### src/rtl/branch_resolve_ctrl.sv
// Execute-stage branch resolver: comparator setup, taken decode, 2-bit BHT and
// redirect/flush sequencing. Define BR_STATS_EN to build the branch/mispredict counters.

module bht_entry (
  input  logic       clk,
  input  logic       rst_n,
  input  logic       inc,
  input  logic       dec,
  output logic [1:0] ctr
);
  always_ff @(posedge clk or negedge rst_n) begin
    if (!rst_n)                     ctr <= 2'b01;
    else if (inc && ctr != 2'b11)   ctr <= ctr + 2'd1;
    else if (dec && ctr != 2'b00)   ctr <= ctr - 2'd1;
  end
endmodule

module branch_resolve_ctrl #(
  parameter int BHT_DEPTH    = 16,
  parameter int FLUSH_CYCLES = 2,
  parameter int XLEN         = 32
) (
  input  logic            clk_i,
  input  logic            rst_ni,
  input  logic            ex_valid_i,
  input  logic            ex_is_branch_i,
  input  logic            ex_is_jump_i,
  input  logic [2:0]      ex_funct3_i,
  input  logic [XLEN-1:0] ex_pc_i,
  input  logic [XLEN-1:0] ex_target_i,
  input  logic            ex_pred_taken_i,
  input  logic            br_less_i,
  input  logic            br_equal_i,
  output logic            br_unsigned_o,
  input  logic [XLEN-1:0] if_pc_i,
  output logic            pred_taken_o,
  output logic            redirect_o,
  output logic [XLEN-1:0] redirect_pc_o,
  output logic            flush_o,
  output logic            illegal_br_o,
  output logic [31:0]     branch_cnt_o,
  output logic [31:0]     mispred_cnt_o
);
  localparam int IDX_W = $clog2(BHT_DEPTH);
  localparam int CNT_W = $clog2(FLUSH_CYCLES + 1);

  typedef enum logic [1:0] {IDLE, REDIRECT, FLUSH} state_t;

  state_t                          state, state_nxt;
  logic   [CNT_W-1:0]              flush_cnt;
  logic   [XLEN-1:0]               redirect_pc;
  logic   [BHT_DEPTH-1:0][1:0]     bht;
  logic                            taken, legal, resolve, mispred, bht_upd;
  logic   [XLEN-1:0]               correct_pc;
  logic   [IDX_W-1:0]              upd_idx, rd_idx;
  logic                            unused_pc_bits;

  assign br_unsigned_o = ex_funct3_i[1];

  always_comb begin
    taken = 1'b0;
    case (ex_funct3_i)
      3'b000:         taken = br_equal_i;
      3'b001:         taken = !br_equal_i;
      3'b100, 3'b110: taken = br_less_i;
      3'b101, 3'b111: taken = !br_less_i;
      default:        taken = 1'b0;
    endcase
  end

  assign legal      = ex_funct3_i[2:1] != 2'b01;
  assign resolve    = ex_valid_i && (ex_is_branch_i || ex_is_jump_i) && state == IDLE;
  // Jumps always redirect since fetch never predicts them.
  assign mispred    = ex_is_jump_i || (taken != ex_pred_taken_i);
  assign correct_pc = (taken || ex_is_jump_i) ? ex_target_i : ex_pc_i + XLEN'(4);
  assign bht_upd    = resolve && ex_is_branch_i && !ex_is_jump_i && legal;

  assign upd_idx = ex_pc_i[IDX_W+1:2];
  assign rd_idx  = if_pc_i[IDX_W+1:2];

  for (genvar i = 0; i < BHT_DEPTH; i++) begin : g_bht
    logic hit;
    assign hit = bht_upd && (upd_idx == IDX_W'(i));
    bht_entry u_entry (
      .clk   (clk_i),
      .rst_n (rst_ni),
      .inc   (hit && taken),
      .dec   (hit && !taken),
      .ctr   (bht[i])
    );
  end

  // Combinational read: a same-cycle update is only visible after the edge.
  assign pred_taken_o   = bht[rd_idx][1];
  assign unused_pc_bits = ^{if_pc_i[XLEN-1:IDX_W+2], if_pc_i[1:0]};

  always_ff @(posedge clk_i or negedge rst_ni) begin
    if (!rst_ni) state <= IDLE;
    else         state <= state_nxt;
  end

  // Outputs decode straight from state so an async reset drops them at once.
  always_comb begin
    state_nxt  = state;
    redirect_o = 1'b0;
    flush_o    = 1'b0;
    case (state)
      IDLE:     if (resolve && mispred) state_nxt = REDIRECT;
      REDIRECT: begin
        redirect_o = 1'b1;
        flush_o    = 1'b1;
        state_nxt  = FLUSH;
      end
      FLUSH: begin
        flush_o = 1'b1;
        if (flush_cnt == '0) state_nxt = IDLE;
      end
      default:  state_nxt = IDLE;
    endcase
  end

  always_ff @(posedge clk_i or negedge rst_ni) begin
    if (!rst_ni) begin
      flush_cnt    <= '0;
      redirect_pc  <= '0;
      illegal_br_o <= 1'b0;
    end else begin
      if (state == REDIRECT)                     flush_cnt <= CNT_W'(FLUSH_CYCLES - 1);
      else if (state == FLUSH && flush_cnt != '0) flush_cnt <= flush_cnt - CNT_W'(1);
      if (resolve && mispred) redirect_pc <= correct_pc;
      illegal_br_o <= resolve && ex_is_branch_i && !ex_is_jump_i && !legal;
    end
  end

  assign redirect_pc_o = redirect_pc;

`ifdef BR_STATS_EN
  logic [31:0] branch_cnt, mispred_cnt;

  always_ff @(posedge clk_i or negedge rst_ni) begin
    if (!rst_ni) begin
      branch_cnt  <= '0;
      mispred_cnt <= '0;
    end else begin
      if (resolve && ex_is_branch_i) branch_cnt  <= branch_cnt + 32'd1;
      if (resolve && mispred)        mispred_cnt <= mispred_cnt + 32'd1;
    end
  end

  assign branch_cnt_o  = branch_cnt;
  assign mispred_cnt_o = mispred_cnt;
`else
  assign branch_cnt_o  = '0;
  assign mispred_cnt_o = '0;
`endif

endmodule

### config.mk
export PLATFORM = sky130hd
export DESIGN_NAME = branch_resolve_ctrl
export DESIGN_NICKNAME = d
export VERILOG_FILES = /design/src/rtl/branch_resolve_ctrl.sv
export SDC_FILE = /design/constraint.sdc
export NUM_CORES = 1
export LEC_CHECK = 0
export BUFFER_PORTS_ARGS = -buffer_cell sky130_fd_sc_hd__buf_4
export CAP_MARGIN = 25
export CORE_MARGIN = 10
export CORE_UTILIZATION = 30
export DETAILED_ROUTE_END_ITERATION = 7
export HOLD_SLACK_MARGIN = 0.15
export PLACE_DENSITY = 0.54
export RECOVER_POWER = 25
export SLEW_MARGIN = 10
export SYNTH_ARGS = -nofsm -noshare
export SYNTH_HDL_FRONTEND = slang
export SYNTH_HIERARCHICAL = 1
export SYNTH_SLANG_ARGS = --single-unit
### constraint.sdc
create_clock -name clk_i -period 1.8 [get_ports clk_i]
set_input_delay 0.09 -clock clk_i [delete_from_list [all_inputs] [get_ports clk_i]]
set_output_delay 0.09 -clock clk_i [all_outputs]
set_load 0.03 [all_outputs]
Word level (Yosys, flattened, before mapping)
Cells that the tools add are included.

Mux-type cells: 43. Div/mod/pow operators: 0. Add/subtract/negate cells: 34. Eq/ne operators: 42. Multipliers: 0. Reductions and logical operators: 138. Magnitude comparators: 1. Bitwise operators: 0. Shifts and indexed selects: 0.

Operators by type and width (count): logical AND 1 bit (88); two-way mux 2 bit (37); nonzero test 2 bit (34); != test 2 bit (second input constant) (17); subtractor 2 x 1 -> 2 bit (second input constant) (17); adder 2 x 1 -> 2 bit (second input constant) (16); adder 32 x 3 -> 32 bit (second input constant) (1); equality test 4 bit (second input constant) (8); two-way mux 32 bit (1); equality test 4 x 3 -> 1 bit (second input constant) (4); equality test 3 bit (second input constant) (4); binary-select mux 2 bit (select 4 bit) (1); equality test 4 x 2 -> 1 bit (second input constant) (2); one-hot mux 2 bit (3 select lines) (1); OR reduction 2 bit (3); zero test 1 bit (5); less-than comparator 4 x 5 -> 1 bit (second input constant) (1); equality test 4 x 1 -> 1 bit (second input constant) (1); zero test 2 bit (2); zero test 4 bit (1); != test 2 x 1 -> 1 bit (second input constant) (2); one-hot mux 1 bit (4 select lines) (1); equality test 3 x 1 -> 1 bit (second input constant) (1); zero test 3 bit (1); 6 further kinds (9).

Memories: 0. Latch bits: 0. Memory bits (writable): 0. Output and inout bits: 101. Register bits after elaboration: 69. Bits in read-only memories: 0.

Logic depth before layout (Yosys ltp)
Depth after elaboration: 11. Gate-level depth with buffers: 9. Depth with buffers taken out: 9.

Cells and area by module
Netlist, hierarchy kept.

By module, submodules not included: branch_resolve_ctrl (seq. area each 925.9 um2, cells an instance 424, area each 3394.5 um2, instances 1); bht_entry (seq. area each 51.3 um2, cells an instance 9, area each 93.8 um2, instances 16).

Worst setup path before layout
Ideal clock, no wire load.

Path kind: register to register. From: reg state[0]. To: reg g_bht[15].u_entry.ctr[1]. Stages on the path, launching flop included: 9. Setup time: 0.120 ns. Buffers on the path: 0. Arrival: 1.810 ns. Setup slack: -0.130 ns. Data required time: 1.680 ns. Path through: dfrtp_1 -> inv_1 -> ha_1 -> nand4b_1 -> a21oi_1 -> nand2_1 -> nor3b_1 -> a21oi_1 -> o22a_2.

Longest elaborated chain between the ends: 9. Elaborated cells on any way between the ends: 12.

Ends and longest elaborated chain: start: declaration (RTL line 49) `state_t state, state_nxt;`; start signal: assignment (RTL line 99) `else state <= state_nxt;`; zero test 2 bit * (RTL line 72) `assign resolve = ex_valid_i && (ex_is_branch_i || ex_is_jump_i) && state == IDLE;`; logical AND 1 bit * (RTL line 72); logical AND 1 bit * (3 in series) (RTL line 76) `assign bht_upd = resolve && ex_is_branch_i && !ex_is_jump_i && legal;`; logical AND 1 bit * (RTL line 83) `assign hit = bht_upd && (upd_idx == IDX_W'(i));`; logical AND 1 bit (on tied branches) (RTL line 87, 88); logical AND 1 bit (on tied branches) (RTL line 13, 14); two-way mux 2 bit or nonzero test 2 bit (tied branches); end signal: assignment (RTL line 13) `else if (inc && ctr != 2'b11) ctr <= ctr + 2'd1;`; end signal: assignment (RTL line 14) `else if (dec && ctr != 2'b00) ctr <= ctr - 2'd1;`; end: declaration (RTL line 9) `output logic [1:0] ctr`.

Mark *: on every way between the ends. The rest lies on a longest branch, timed or not. A chain may end at the register's enable or synchronous reset.

Worst setup path in the final report
From: reg g_bht[15].u_entry.ctr[1]. To: out pred_taken_o.

Longest elaborated chain between the ends: 2.

Ends and longest elaborated chain: binary-select mux 2 bit (select 4 bit) (RTL line 94) `assign pred_taken_o = bht[rd_idx][1];`; two-way mux 2 bit (not written as such) (RTL line 94); end: declaration (RTL line 36) `output logic pred_taken_o,`.

No other way between the ends. The select of a mux whose other input is x is not followed.

==> run metrics <==
clock sink count=69; Die Wd=148 um; CP Launch Type=flip-flop; core area=15900 sq um; Req. time, crit path=approximately 1700 ps; status=finished with violations; clock network fraction of design power=0.228; failing checks=negative setup slack; vias=roughly 5000; Worst Hold Class=input pin to flip-flop; Cell Pwr Density=between 900 and 1000 nW/um^2; Setup violations, final=between 40 and 50; synthesized instance count=approximately 570; post-synth top area share=0.271; largest net degree at the start of global routing=45; critical-path cell list=mux4_2, mux4_2, buf_6; share of cells above drive strength 1=0.484; Nets=918; Max-Cap Viols=0; DRT Wirelength=approximately 18000 um; Hold EP=redirect_pc_o[7]; drt via density=4.91; Leak=roughly 3.6 nW; Filler cells=around 1500; Clock Latency Late Sink=~340 ps; sequential power share=0.292; actual slew at the worst max-slew pin=around 870 ps; Post-Syn Area=4900 sq um; largest cells by area after synthesis=dfrtp_1 (27%), buf_4 (10%), dfstp_2 (8.6%), a21oi_1 (4.7%), nand2_1 (4.0%); Post-Place Cells=~950; worst min-delay path startpoint=ex_pc_i[7]; final-report max-slew violation count=0; Worst Setup SP=g_bht[15].u_entry/ctr[1]; Total GRT Usage=0.145; diodes inserted=0; CP max stage cell=mux4_2; Die ar.=~22000 sq um; DR DRC count=0; Gate power share=0.480; CTS Buffer Depth=2; WHS Path Cells=4; Post-Syn Area per Cell=~8.6 sq um; area of the multi-input gates=~3300 sq um; number of I/O pins=208; DR WL/cell=approximately 17 um; max incr delay on CP=about 510 ps; Post-synth top flop=dfrtp_1; Sw Ratio=0.406; Seq cells post-synth=just under 70; fmax=~500 MHz; first-pass GRT wire length=~26000 um; Worst Setup End Kind=primary output; share of flip-flops with an asynchronous set or reset=1.00; RR Startpoint=state[0]; initial DRC count=230; Crit path arrival time=1900 ps; Max Clock Skew=4.82 ps; Area Overhead vs Synth=63.9%; Crit Path Class=flip-flop to primary output; R2R Setup Slk=-120 ps; Die Y=approximately 150 um; placed cell area=6330 sq um; Overflow after GRT=0; cell count of the worst reg-to-reg path=11; Slew HR=0.417; vias in the first global route=~5100; GP Congestion=approximately 0.86; RSZ-0062 raised after global routing=yes; IR drop worst, VDD=~750 uV; TritonRoute pass-1 iters=6; library cells used by synthesis=48; IO Port Bufs=about 120; final hold violations=0; r2r endpoint=g_bht[13].u_entry/ctr[0]; clock root cell=clkbuf_16; post-route ant nets=0; CTS Buf Count=9; Post-synth EDFFs=0; H-tree depth=3; P_int=roughly 4.7 mW; Storage cell area=1750 sq um; commonest non-fill, non-tap cell in the layout=buf_4; top cell type by total area after synthesis=dfrtp_1; post-synthesis sequential area ratio=0.357; most frequent cells in the layout=buf_4 (173), conb_1 (64), dfrtp_1 (53), dlygate4sd3_1 (37), inv_1 (32); CTS clk-pin slew, worst paths=60 ps; Initial Util=0.307; CP most frequent cell=mux4_2; Crit Path Max Fanout=2; initial antenna violation count=0; min Tclk post-route=approximately 2000 ps; TritonCTS clock tree=built; post-route clock period utilization=1.11; Layout Cells excl Fill=around 1000; DP Wirelength=12400 um; sw power=3.24 mW; YS warnings=6; final setup TNS=-2340 ps; floorplan row count=between 40 and 50; Finished Cell Area=about 8000 sq um; final worst slack=-194 ps
[worst max-delay path, delay by kind of cell, from the launching register on]
family,cells,cell delay [ps]
mux,2,1020
flops,1,400
buf+inv,1,160
[state kept, by name, indices dropped and copies added, names as in the netlist]
signal             flops
state                  2
g_bht.u_entry/ctr     32
illegal_br_o           1
redirect_pc_o         32
flush_cnt              2
[per-layer routing]
layer / track usage / share of wire / vias up
met1: 0.169 / 0.43 / 2503
met3: 0.0449 / 0.060 / 18
li1: - / - / 2355
met4: 0.0545 / 0.015 / 0
met5: 0 / 0 / -
met2: 0.244 / 0.50 / 156
[per-stage QoR]
step,hold slack [ps],total power [mW],utilization,setup slack (ps)
6_report,178,7.98,0.503,-194
5_1_grt,176,8.42,0.503,-249
4_1_cts,152,7.26,0.461,-199
3_5_place_dp,72.3,5.20,0.397,-184
3_3_place_gp,70.1,5.13,0.397,-106
2_1_floorplan,-206,4.01,-,-10.3
[cell families after synthesis]
family | synth area share
buffers and inverters | 0.152
flip-flops | 0.357
other | 0.000766
AND/OR/NAND/NOR | 0.174
adder cells (fa/ha/maj) | 0.0204
AO/OA/AOI/OAI | 0.209
multiplexers | 0.0583
XOR/XNOR | 0.0286
[what timing repair did]
item / CTS / global route
setup buffers: 7 / 8
pin swaps: 29 / 61
hold buffers: 37 / 0
setup endpoints to repair: 67 / 65
hold endpoints to repair: 94 / 0
resized for setup: 68 / 142
cloned: 0 / 7
[Yosys cell counts, types with 3 or more instances]
library cell and count:
a211oi_1 18, a21o_1 18, a21oi_1 46, and3_1 5
and4_1 4, buf_2 4, buf_4 65, clkbuf_1 16
dfrtp_1 53, dfstp_2 16, ha_1 8, inv_1 44
mux2i_1 15, mux4_2 5, nand2_1 52, nand2b_1 5
nand3_1 12, nand4_1 6, nor2_1 35, nor3_1 24
nor4_1 9, o21a_1 4, o21ai_0 23, o22a_2 16
o31a_1 4, o31ai_1 12, o41ai_1 4, or4_1 3
xnor2_1 6, xor2_1 10
[final cells by class]
type | count | area share
multi-input cells | 432 | 0.416
clock inverters | 6 | 0.00780
inverters | 44 | 0.0206
clock buffers | 10 | 0.0298
flip-flops and latches | 69 | 0.218
well taps | 216 | 0.0337
repair buffers | 247 | 0.275
[power by group through the flow]
stage | sequential [mW] | clock [mW] | combinational, mW
final | 2.33 | 1.82 | 3.83
after global routing | 2.38 | 1.96 | 4.08
after CTS | 2.24 | 1.89 | 3.13
after detailed placement | 2.25 | 0 | 2.95
after global placement | 2.23 | 0 | 2.90
after floorplan | 2.87 | 0 | 1.14
[how the worst max path moves through the flow]
| stage | slack, ps | to | cells past startpoint |
|---|---|---|---|
| after floorplan | -10 | g_bht[14].u_entry/ctr[1] | 8 |
| after global placement | -110 | state[1] | 8 |
| after detailed placement | -180 | state[1] | 8 |
| after CTS | -200 | pred_taken_o | 3 |
| after global routing | -250 | g_bht[12].u_entry/ctr[0] | 11 |
| final | -190 | pred_taken_o | 3 |
(Power assumes the default switching activity.)
